File: config.mk
export PLATFORM = sky130hd
export DESIGN_NAME = lcd_refresh_ctrl
export DESIGN_NICKNAME = d
export VERILOG_FILES = /design/src/rtl/lcd_pkg.sv /design/src/rtl/lcd_write_strobe.sv /design/src/rtl/lcd_refresh_ctrl.sv
export SDC_FILE = /design/constraint.sdc
export NUM_CORES = 1
export LEC_CHECK = 0
export ABC_CLOCK_PERIOD_IN_PS = 4300
export BUFFER_PORTS_ARGS = -buffer_cell sky130_fd_sc_hd__buf_2
export CAP_MARGIN = 30
export CORE_UTILIZATION = 50
export DETAILED_ROUTE_END_ITERATION = 12
export GPL_TIMING_DRIVEN = 0
export PLACE_DENSITY = 0.68
export SLEW_MARGIN = 40
export SYNTH_ARGS = -nofsm -noshare
export SYNTH_HDL_FRONTEND = slang
export SYNTH_HIERARCHICAL = 1
export SYNTH_SLANG_ARGS = --single-unit
File: constraint.sdc
create_clock -name clk -period 4.3 [get_ports clk]
set_input_delay 0.43 -clock clk [delete_from_list [all_inputs] [get_ports clk]]
set_output_delay 0.43 -clock clk [all_outputs]
set_load 0.005 [all_outputs]
File: src/rtl/lcd_pkg.sv
// Shared constants and types for the HD44780 refresh sequencer.
// Latency: n/a (declarations only).
// Backpressure: n/a.
package lcd_pkg;

    localparam logic [7:0] FUNC_SET = 8'h38;
    localparam logic [7:0] DISP_ON  = 8'h0C;
    localparam logic [7:0] ENTRY    = 8'h06;
    localparam logic [7:0] CLEAR    = 8'h01;
    localparam logic [7:0] LINE1    = 8'h80;
    localparam logic [7:0] LINE2    = 8'hC0;

    typedef enum logic [2:0] {PWR, INIT, ADDR, FETCH, WRITE} top_state_t;

    typedef enum logic [1:0] {PH_IDLE, PH_SETUP, PH_EHI, PH_HOLD} strobe_phase_t;

    // One panel write: register select, bus byte and E-low hold length.
    typedef struct packed {
        logic        rs;
        logic [7:0]  data;
        logic [15:0] hold;
    } wr_req_t;

    function automatic logic [7:0] init_cmd(input logic [1:0] step);
        case (step)
            2'd0:    return FUNC_SET;
            2'd1:    return DISP_ON;
            2'd2:    return ENTRY;
            default: return CLEAR;
        endcase
    endfunction

endpackage

File: src/rtl/lcd_write_strobe.sv
// Drives one panel write as SETUP / EHI / HOLD with RS and data held for the whole write.
// Latency: 1 + E_HIGH + hold cycles from the cycle after start; done is high in the last HOLD cycle.
// Backpressure: start is accepted only when idle or in the done cycle (back-to-back writes).
module lcd_write_strobe
    import lcd_pkg::*;
#(
    parameter int unsigned E_HIGH = 4
) (
    input  logic       clk,
    input  logic       rst,
    input  logic       start,
    input  wr_req_t    req,
    output logic       e,
    output logic       rs,
    output logic [7:0] data,
    output logic       done
);

    localparam logic [15:0] EHI_LAST = 16'(E_HIGH - 1);

    strobe_phase_t phase, phase_nxt;
    logic [15:0]   cnt, cnt_nxt;
    wr_req_t       req_q;
    logic          accept;

    assign accept = start && ((phase == PH_IDLE) || done);

    always_ff @(posedge clk or negedge rst) begin
        if (!rst) begin
            phase <= PH_IDLE;
            cnt   <= '0;
            req_q <= '0;
        end else begin
            phase <= phase_nxt;
            cnt   <= cnt_nxt;
            if (accept) req_q <= req;
        end
    end

    always_comb begin
        phase_nxt = phase;
        cnt_nxt   = cnt;
        case (phase)
            PH_IDLE:  if (accept) phase_nxt = PH_SETUP;
            PH_SETUP: begin
                phase_nxt = PH_EHI;
                cnt_nxt   = EHI_LAST;
            end
            PH_EHI: begin
                if (cnt == 16'd0) begin
                    phase_nxt = PH_HOLD;
                    cnt_nxt   = req_q.hold - 16'd1;
                end else begin
                    cnt_nxt = cnt - 16'd1;
                end
            end
            PH_HOLD: begin
                if (cnt == 16'd0) phase_nxt = accept ? PH_SETUP : PH_IDLE;
                else              cnt_nxt   = cnt - 16'd1;
            end
            default: phase_nxt = PH_IDLE;
        endcase
    end

    always_comb begin
        e    = (phase == PH_EHI);
        rs   = req_q.rs;
        data = req_q.data;
        done = (phase == PH_HOLD) && (cnt == 16'd0);
    end

endmodule

File: src/rtl/lcd_refresh_ctrl.sv
// 16x2 HD44780 sequencer: power-up wait, init commands, then endless 32-slot line refresh.
// Latency: first command after PWR_WAIT cycles; frame = 2*(1+E_HIGH+CMD_WAIT) + 32*(3+E_HIGH+CMD_WAIT).
// Backpressure: none; panel is write-only and paced purely by the fixed hold timers.
module lcd_refresh_ctrl
    import lcd_pkg::*;
#(
    parameter int unsigned PWR_WAIT = 20000,
    parameter int unsigned E_HIGH   = 4,
    parameter int unsigned CMD_WAIT = 50,
    parameter int unsigned CLR_WAIT = 2000
) (
    input  logic       clk,
    input  logic       rst,
    input  logic [7:0] char_in,
    output logic [4:0] index,
    output logic       lcd_e,
    output logic       lcd_rs,
    output logic       lcd_rw,
    output logic [7:0] lcd_data,
    output logic       frame_done
);

    localparam logic [15:0] PWR_LAST = (PWR_WAIT > 0) ? 16'(PWR_WAIT - 1) : 16'd0;
    localparam logic [15:0] CMD_HOLD = 16'(CMD_WAIT);
    localparam logic [15:0] CLR_HOLD = 16'(CLR_WAIT);

    top_state_t  state, state_nxt;
    logic [15:0] pwr_cnt, pwr_cnt_nxt;
    logic [1:0]  step, step_nxt;
    logic        fetch_cnt, fetch_cnt_nxt;
    logic [4:0]  idx, idx_nxt;

    logic        start;
    wr_req_t     req;
    logic        wr_done;

    always_ff @(posedge clk or negedge rst) begin
        if (!rst) begin
            state     <= PWR;
            pwr_cnt   <= '0;
            step      <= '0;
            fetch_cnt <= 1'b0;
            idx       <= '0;
        end else begin
            state     <= state_nxt;
            pwr_cnt   <= pwr_cnt_nxt;
            step      <= step_nxt;
            fetch_cnt <= fetch_cnt_nxt;
            idx       <= idx_nxt;
        end
    end

    always_comb begin
        state_nxt     = state;
        pwr_cnt_nxt   = pwr_cnt;
        step_nxt      = step;
        fetch_cnt_nxt = fetch_cnt;
        idx_nxt       = idx;
        case (state)
            PWR: begin
                if (pwr_cnt == PWR_LAST) begin
                    state_nxt = INIT;
                    step_nxt  = 2'd0;
                end else begin
                    pwr_cnt_nxt = pwr_cnt + 16'd1;
                end
            end
            INIT: begin
                if (wr_done) begin
                    if (step == 2'd3) state_nxt = ADDR;
                    else              step_nxt  = step + 2'd1;
                end
            end
            ADDR: begin
                if (wr_done) begin
                    state_nxt     = FETCH;
                    fetch_cnt_nxt = 1'b0;
                end
            end
            FETCH: begin
                // Two cycles so the registered display list has answered for the new index.
                if (fetch_cnt) state_nxt     = WRITE;
                else           fetch_cnt_nxt = 1'b1;
            end
            WRITE: begin
                if (wr_done) begin
                    if (idx == 5'd15) begin
                        state_nxt = ADDR;
                        idx_nxt   = 5'd16;
                    end else if (idx == 5'd31) begin
                        state_nxt = ADDR;
                        idx_nxt   = 5'd0;
                    end else begin
                        state_nxt     = FETCH;
                        fetch_cnt_nxt = 1'b0;
                        idx_nxt       = idx + 5'd1;
                    end
                end
            end
            default: state_nxt = PWR;
        endcase
    end

    // Next write is requested in the done cycle of the previous one so SETUP follows with no gap.
    always_comb begin
        start      = 1'b0;
        req        = '{rs: 1'b0, data: 8'h00, hold: CMD_HOLD};
        frame_done = 1'b0;
        case (state)
            PWR: begin
                if (pwr_cnt == PWR_LAST) begin
                    start    = 1'b1;
                    req.data = FUNC_SET;
                end
            end
            INIT: begin
                if (wr_done) begin
                    start = 1'b1;
                    if (step == 2'd3) begin
                        req.data = LINE1;
                    end else begin
                        req.data = init_cmd(step + 2'd1);
                        if (step == 2'd2) req.hold = CLR_HOLD;
                    end
                end
            end
            FETCH: begin
                if (fetch_cnt) begin
                    start    = 1'b1;
                    req.rs   = 1'b1;
                    req.data = char_in;
                end
            end
            WRITE: begin
                if (wr_done && idx == 5'd15) begin
                    start    = 1'b1;
                    req.data = LINE2;
                end else if (wr_done && idx == 5'd31) begin
                    start      = 1'b1;
                    req.data   = LINE1;
                    frame_done = 1'b1;
                end
            end
            default: ;
        endcase
    end

    lcd_write_strobe #(
        .E_HIGH (E_HIGH)
    ) u_strobe (
        .clk   (clk),
        .rst   (rst),
        .start (start),
        .req   (req),
        .e     (lcd_e),
        .rs    (lcd_rs),
        .data  (lcd_data),
        .done  (wr_done)
    );

    assign index  = idx;
    assign lcd_rw = 1'b0;

endmodule
# Word level (Yosys, flattened, before mapping)
# Cells that the tools add are included.
dict set report op_classes {
  n_addsub 5
  n_eq_ne 27
  muxes 48
  n_bitwise 1
  n_reduce_logical 19
}
# cell count
set ops {}
lappend ops {{$mux 16} 4}
lappend ops {{$pmux 16 s3} 1}
lappend ops {{$pmux 8 s4} 1}
lappend ops {{$sub 16x1->16 const B} 2}
lappend ops {{$mux 24} 1}
lappend ops {{$mux 8} 3}
lappend ops {{$mux 3} 6}
lappend ops {{$pmux 6 s3} 1}
lappend ops {{$add 16x1->16 const B} 1}
lappend ops {{$eq 16x15->1 const B} 1}
lappend ops {{$logic_not 16->1} 1}
lappend ops {{$mux 1} 15}
lappend ops {{$pmux 3 s5} 1}
lappend ops {{$ne 2x2->1 const B} 7}
lappend ops {{$mux 2} 6}
lappend ops {{$ne 2x1->1 const B} 6}
lappend ops {{$mux 11} 1}
lappend ops {{$eq 2x2->1 const B} 5}
lappend ops {{$mux 5} 2}
lappend ops {{$mux 9} 1}
lappend ops {{$pmux 2 s4} 1}
lappend ops {{$eq 3x2->1 const B} 2}
lappend ops {{$mux 6} 1}
lappend ops {{$reduce_and 2->1} 3}
lappend ops {{21 further kinds} 27}
dict set report word_totals {
  regBits 70
  output_inout_bits 17
}

# Longest topological paths before layout
# Gate-level depths: netlist of run 1.
dict set report logic_depth {
  ltp_word 10
  ltp_mapped 14
  mapped_depth_nobuf 10
}

# Modules after synthesis
# The synthesis of run 1 kept the hierarchy.
# mod instances cells_each area_each_um2
set by_module_without_submodules {}
lappend by_module_without_submodules {lcd_write_strobe 1 266 2681.3}
lappend by_module_without_submodules {lcd_refresh_ctrl 1 166 1629.1}

# Worst setup path after synthesis of run 1
# OpenSTA, ideal clock, no wires.
dict set report synth_timing {
  path_kind {register to register}
  from {register u_strobe.cnt[0]}
  to {register u_strobe.req_q (netlist bit u_strobe/data[7])}
  setup_time_ns 0.125
  arrival_ns 2.998
  required_time_ns 4.175
  slack_ns 1.178
  path_stages_with_launch 13
  path_cell_list {dfrtp_1 inv_1 ha_1 nor4bb_1 and4_1 clkbuf_1 buf_2 nor4bb_1 or4_1 o21a_1 buf_4 buf_2 mux2_2}
}
dict set report synth_via {
  elab_chain_len 7
  elab_cells_between_ends 14
  classes_between {8 x mux; 6 x reduce/logical}
}
# item line_no
set synth_rtl {}
lappend synth_rtl {{start: declaration} lcd_write_strobe.sv:22} ;# logic [15:0] cnt, cnt_nxt;
lappend synth_rtl {{start signal: assignment} lcd_write_strobe.sv:35} ;# cnt <= cnt_nxt;
lappend synth_rtl {{$logic_not 16->1 *} lcd_write_strobe.sv:69} ;# done = (phase == PH_HOLD) && (cnt == 16'd0);
lappend synth_rtl {{$logic_and 1x1->1 *} lcd_write_strobe.sv:69}
lappend synth_rtl {{via wr_done} lcd_refresh_ctrl.sv:35} ;# logic wr_done;
lappend synth_rtl {{$logic_and 1x1->1} lcd_refresh_ctrl.sv:138} ;# end else if (wr_done && idx == 5'd31) begin
lappend synth_rtl {{$mux 1} lcd_refresh_ctrl.sv:138}
lappend synth_rtl {{$mux 1} lcd_refresh_ctrl.sv:135} ;# if (wr_done && idx == 5'd15) begin
lappend synth_rtl {{$pmux 1 s4 *} lcd_refresh_ctrl.sv:109} ;# case (state)
lappend synth_rtl {{via start} lcd_refresh_ctrl.sv:33} ;# logic start;
lappend synth_rtl {{$logic_and 1x1->1 *} lcd_write_strobe.sv:26} ;# assign accept = start && ((phase == PH_IDLE) || done);
lappend synth_rtl {{end signal: assignment} lcd_write_strobe.sv:36} ;# if (accept) req_q <= req;
lappend synth_rtl {{end: declaration} lcd_write_strobe.sv:23} ;# wr_req_t req_q;
# The timed path passes the listed nets; every way through them passes the cells marked *.
# A chain may end at the register's enable or synchronous reset.

# Final worst setup path of run 1
dict set report layout_timing {
  from {register u_strobe.cnt[2]}
  to {register u_strobe.req_q (netlist bit u_strobe/data[7])}
}
# Same word-level chain as after synthesis.

==> flow_summary_export.csv, run 1 <==
group,metric,value,unit
hold_path,worstHoldPathType,"primary input to register",
sta,period_needed,3890,ps
yosys,synth-edff-count,0,
placement,place_congestion,0.861,
yosys,synth_top_area_cell,"dfrtp_1",
clock_network,tritoncts.num_buffers,9,
floorplanning,io_pins,27,
clock_network,cts_root_buf,"clkbuf_8",
critical_path,path_common_cell,"buf_2",
clock_network,cts.path.max_buffers,2,
critical_path,cp-startpoint,"u_strobe/cnt[2]",
floorplanning,start_util,51.9,%
critical_path,rr_startpoint,"u_strobe/cnt[2]",
cells_and_area,fill_cells,741,
drt,drt-total-wl,9160,um
critical_path,worst-setup-path-type,"register to register",
drt,drtIter0Drc,109,
placement,hpwl,6690,um
yosys,ys_top_cells_by_area,"dfrtp_1 41%, mux2_2 6.5%, ha_1 4.9%",
global_route,busiest_layer,"met2",
floorplanning,rows,33,
yosys,yosysTopAreaCellShare,40.6,%
critical_path,crit_chain,"nor4_1 -> and4_1 -> clkbuf_1 -> buf_2 -> nor4bb_2 -> or4_1 -> o21a_1 -> buf_4 -> buf_2 -> mux2_2",
drt,vias,3429,
yosys,ys.flop_type,"dfrtp_1",
cells_and_area,area_growth_syn_to_layout,12.5,%
critical_path,critPathMaxFanout,10,
sta,fin_crit_sh,90.4,%
global_route,grt_pass1_wl,15200,um
clock_network,insertion_delay,340,ps
critical_path,critPathCaptureType,"register",
global_route,grt_use_met3,3.30,%
global_route,track_usage,21.6,%
drt,drc_errors,0,
floorplanning,die_w,94.9,um
status,outcome,"finished clean",
floorplanning,die-area,9000,sq um
yosys,ys_warn_count,6,
placement,io_buffers,25,
sta,rsz0062_at_grt,"no",
global_route,use_met2,34.7,%
drt,firstDrtPassIters,4,
critical_path,critPathMaxStageDelay,700,ps
sta,skew,11.1,ps
sta,setup_viol,0,
critical_path,endpoint,"u_strobe/data[7]",
yosys,synthCells,432,
drt,wire_per_inst,15.6,um
global_route,grt_max_degree,54,
global_route,overflow,0,
critical_path,ff2ff_path_depth,10,
critical_path,cp.arrival,4120,ps
sta,worst_slew_pin_slew,760,ps
clock_network,clock_sinks,70,
drt,ant_nets,0,
yosys,ys_ff_latch,70,
clock_network,cts_tree,"built",
flow_run,drv_cap,0,
floorplanning,die_h,94.9,um
sta,finalHoldViolCount,0,
cells_and_area,diodes,0,
critical_path,r2r_slack,410,ps
sta,holdWs,435,ps
clock_network,path_clk_slew,80,ps
yosys,ys_async_sr_fraction,100,%
sta,max_freq,257,MHz
clock_network,cts.htree.levels,3,
sta,maxSlewViolCount,0,
yosys,synth_area,4310,sq um
yosys,yosysSeqAreaShare,40.6,%
sta,relSlewSlack,48.9,%
sta,finalSetupTns,0,ps
clock_network,post_cts_buffers,0,
global_route,grt_pass1_vias,3280,
power_and_ir_drop,p_leak,2.27,nW
global_route,met1_usage,27.9,%
cells_and_area,fin_util,58.4,%
critical_path,r2r-end,"u_strobe/data[7]",
yosys,syn_area_per_cell,9.98,sq um
global_route,antenna_found_initial,0,
floorplanning,core-area,8300,sq um
cells_and_area,nets,505,
cells_and_area,post_route_cells_drive_above_1_share,21.5,%
critical_path,crit_slowest_cell,"nor4_1",
critical_path,crit_path_start_kind,"register",
critical_path,required,4530,ps
power_and_ir_drop,peakVddDrop,0.143,mV
power_and_ir_drop,p_per_area,251,nW/um^2
drt,drt-vias-per-instance,5.83,
yosys,ys_types,66,
[power breakdown]
group / total [mW] / switching, mW / internal (mW)
clock: 0.535 / 0.265 / 0.270
sequential: 0.658 / 0 / 0.658
combinational: 0.0233 / 0.0159 / 0.00735
total: 1.22 / 0.281 / 0.935
[state kept, by name, summed over array words and instances, names as in the netlist]
name and flops:
fetch_cnt 1, index 5, pwr_cnt 16, state 3, step 2, u_strobe/cnt 16, u_strobe/data 8, u_strobe/phase 2
u_strobe/req_q 16, u_strobe/rs 1
[worst max-delay path, delay by kind of cell (launching register included)]
kind	cells	cell delay, ps
AOI/OAI and AO/OA	1	140
buffers and inverters	4	920
DFF	1	440
muxes	1	360
and+or+nand+nor	4	1910
[cell usage after synthesis (3+ instances only)]
cell type and instances:
a22o_1 3, nand2_1 25, a221oi_1 3, a21oi_1 19
dfrtp_1 70, nor3b_1 5, nor4b_1 3, nand3b_1 4
or4_4 4, o21a_1 3, a211oi_1 4, xnor2_1 22
xor2_1 10, a221o_1 5, and4_1 8, nor4_1 6
o22ai_1 3, nor4bb_1 3, nor2_1 24, o21ai_0 14
clkbuf_1 14, and3_1 5, nand2b_1 4, nor3_1 14
nand4_1 13, o22a_1 3, nand3_1 11, o211ai_1 4
buf_2 4, inv_1 18, ha_1 17, a21o_1 5
a31oi_1 6, buf_4 11, mux2_2 25
[kinds of logic after synthesis]
group	after synthesis	share of synthesized area, %
simple gates	149	21.4
flops	70	40.6
buf+inv	49	5.52
fa+ha+maj	17	4.93
compound gates	88	14.3
other cells	2	0.174
xor+xnor	32	6.50
mux	25	6.53
[per-layer routing]
layer / vias up / wire [um]
met4: 0 / 196
met5: - / 0
met1: 1646 / 4160
li1: 1683 / -
met3: 17 / 368
met2: 83 / 4430
[cell type report]
cell class                 instances  area [sq um]  share of cell area, %
buffer                            30           166                   3.43
clock buffer                       9           124                   2.55
clock inverter                     7          73.8                   1.52
inverter                          19          71.3                   1.47
multi-input combinational        321          2360                   48.7
sequential                        70          1750                   36.1
tap                              105           131                   2.71
timing repair buffer              27           169                   3.48
[metrics by stage]
step	setup slack [ps]	total power, mW	std cells	instance area [sq um]
2_1_floorplan	1180	0.673	440	4340
3_3_place_gp	269	0.691	570	4600
3_5_place_dp	454	0.694	571	4640
4_1_cts	435	1.23	588	4840
5_1_grt	35.6	1.26	588	4850
6_report	413	1.22	588	4850
[what timing repair did]
item | in CTS | in global routing
hold endpoints to repair | 17 | 0
hold buffers | 1 | 0
gates resized for setup | 0 | 0
[cell usage in the layout, fill, tap and decap left out, drive strengths merged, types with 15 or more instances in the layout]
master  instances
a21oi          19
buf            42
clkbuf         23
dfrtp          70
ha             17
inv            19
mux2           25
nand2          25
nor2           24
nor3           15
xnor2          22
[worst min path at each step]
stage,start,slack (ps),cells past startpoint,end
final,char_in[0],440,4,u_strobe/data[0]
after floorplan,rst,130,0,fetch_cnt
after detailed placement,rst,290,1,u_strobe/cnt[0]
after global placement,pwr_cnt[15],460,1,pwr_cnt[15]
after global routing,char_in[4],440,3,u_strobe/data[4]
after CTS,char_in[0],420,4,u_strobe/data[0]
Power figures use the tool's default switching activity.
==> run 2: changes to the inputs <==
Settings changed: CORE_UTILIZATION 50 to 24, PLACE_DENSITY 0.68 to default.
==> run 2 against run 1 <==
Compared with the run above:
- wire length grew 12%
- global-route usage down 10 points
- flip-flop and latch count unchanged
- clock power up 52%
- die area increased by 110%
- count of clock-buffer cells in the layout is 2 higher
- critical endpoint unchanged
- sequential power hardly changed
- critical path type unchanged
- maximum frequency shrank 3.4%
- first-iteration DRC count rose by 120%
- final area up 5.5%
==> flow_summary_export.csv, run 2 (synthesis gave the netlist of run 1 again) <==
group,metric,value,unit
status,outcome,"finished clean",
global_route,antenna_found_initial,0,
critical_path,crit_path_start_kind,"register",
sta,setup_viol,0,
clock_network,cts.path.max_buffers,2,
critical_path,critPathMaxFanout,10,
critical_path,required,4520,ps
flow_run,drv_cap,0,
hold_path,holdCritStartpoint,"char_in[1]",
power_and_ir_drop,p_per_area,292,nW/um^2
clock_network,cts_tree,"built",
clock_network,cts.htree.levels,3,
global_route,overflow,0,
floorplanning,rows,48,
hold_path,worstHoldPathType,"primary input to register",
drt,wire_per_inst,14.5,um
clock_network,path_clk_slew,60,ps
cells_and_area,mostFrequentLayoutCells,"70 x dfrtp_1, 28 x buf_2, 25 x nand2_1, 25 x mux2_2, 24 x nor2_1",
cells_and_area,nets,505,
sta,worst_slew_pin_slew,859,ps
drt,ant_nets,0,
clock_network,post_cts_buffers,0,
floorplanning,die-area,18500,sq um
sta,finalHoldViolCount,0,
sta,max_freq,249,MHz
clock_network,clock_sinks,70,
floorplanning,die_w,136,um
cells_and_area,area_growth_syn_to_layout,18.8,%
drt,firstDrtPassIters,5,
cells_and_area,final_common_cell,"dfrtp_1",
sta,skew,8.42,ps
floorplanning,io_pins,27,
critical_path,cp-startpoint,"u_strobe/cnt[2]",
global_route,grt_pass1_vias,3507,
cells_and_area,diodes,0,
critical_path,critPathCaptureType,"register",
sta,maxSlewViolCount,0,
placement,io_buffers,25,
critical_path,r2r_slack,280,ps
clock_network,cts_root_buf,"clkbuf_16",
drt,drc_errors,0,
drt,drtIter0Drc,239,
placement,place_congestion,0.860,
clock_network,insertion_delay,340,ps
cells_and_area,post_route_cells_drive_above_1_share,21.3,%
global_route,grt_max_degree,38,
sta,finalSetupTns,0,ps
global_route,track_usage,11.6,%
cells_and_area,final_cells,708,
power_and_ir_drop,power.total,1.49,mW
power_and_ir_drop,peakVddDrop,0.200,mV
sta,period_needed,4020,ps
clock_network,cts_hold_buf,1,
placement,placed_cells,691,
cells_and_area,largestRegisters,"pwr_cnt x16, u_strobe/cnt x16, u_strobe/req_q x16",
sta,rsz0062_at_grt,"no",
drt,vias,3515,
drt,drt-total-wl,10300,um
critical_path,worst-setup-path-type,"register to register",
cells_and_area,fill_cells,1835,
critical_path,rr_startpoint,"u_strobe/cnt[2]",
clock_network,ctsResizeCount,0,
sta,relSlewSlack,42.2,%
global_route,grt_pass1_wl,17100,um
critical_path,cp.arrival,4240,ps
power_and_ir_drop,p_leak,2.32,nW
drt,drt-vias-per-instance,4.96,
clock_network,tritoncts.num_buffers,9,
placement,hpwl,7550,um
floorplanning,die_h,136,um
floorplanning,core-area,17400,sq um
floorplanning,start_util,24.7,%
sta,fin_crit_sh,93.6,%
-- run 2: cell types whose count changed in the layout (fill, tap and decap cells not counted) --
cell | previous run | this run
clkbuf_16 | 0 | 9
clkbuf_8 | 9 | 1
clkinv_4 | 2 | 0
buf_12 | 0 | 1
buf_16 | 1 | 0
bufinv_16 | 1 | 2
clkbuf_1 | 14 | 15
clkinv_2 | 2 | 1
-- run 2: routing by layer --
layer / GRT usage (%) / vias to the layer above / part of all wire [%]
met3: 3.06 / 10 / 5.3
met4: 3.09 / 0 / 0.90
met1: 14.6 / 1705 / 45
li1: - / 1681 / -
met2: 19.3 / 119 / 49
met5: 0 / - / 0
-- run 2: worst max-delay path: stages (launching register included) --
cell and delay (ps):
dfrtp_1 420, nor4_1 770, and4_1 300, clkbuf_1 260
buf_2 260, nor4bb_2 660, or4_1 320, o21a_1 140
buf_4 160, buf_2 250, mux2_2 360
-- run 2: path summary, 6_finish.rpt --
check,to,depth (start not counted)
max in group asynchronous,u_strobe/cnt[1],3
min in group asynchronous,index[4],2
setup / recovery,u_strobe/data[7],10
setup reg to reg,u_strobe/data[7],10
hold reg to reg,pwr_cnt[15],1
hold / removal,u_strobe/data[1],3
-- run 2: through the flow --
stage               util, %  hold slack (ps)  setup WS, ps  area [sq um]
floorplan                 -              134          1180          4340
global placement       27.3              466           277          4750
detailed placement     27.4              349           394          4780
CTS                    29.4              436           395          5110
global route           29.4              465          97.1          5120
finish                 29.4              443           277          5120
-- run 2: area by class of cell --
class,count,area [sq um],share of cell area (%)
Clock inverter,5,81.3,1.59
Sequential cell,70,1750,34.2
Buffer,30,166,3.25
Multi-Input combinational cell,321,2360,46.2
Clock buffer,11,243,4.74
Timing Repair Buffer,27,161,3.15
Inverter,19,71.3,1.39
Tap cell,225,282,5.50
-- run 2: where the power goes --
group	internal (mW)	switching [mW]	total, mW	leakage (nW)
registers	0.659	0	0.659	0.959
logic	0.00658	0.0160	0.0226	1.20
clock network	0.525	0.288	0.813	0.156
total	1.19	0.304	1.49	2.32
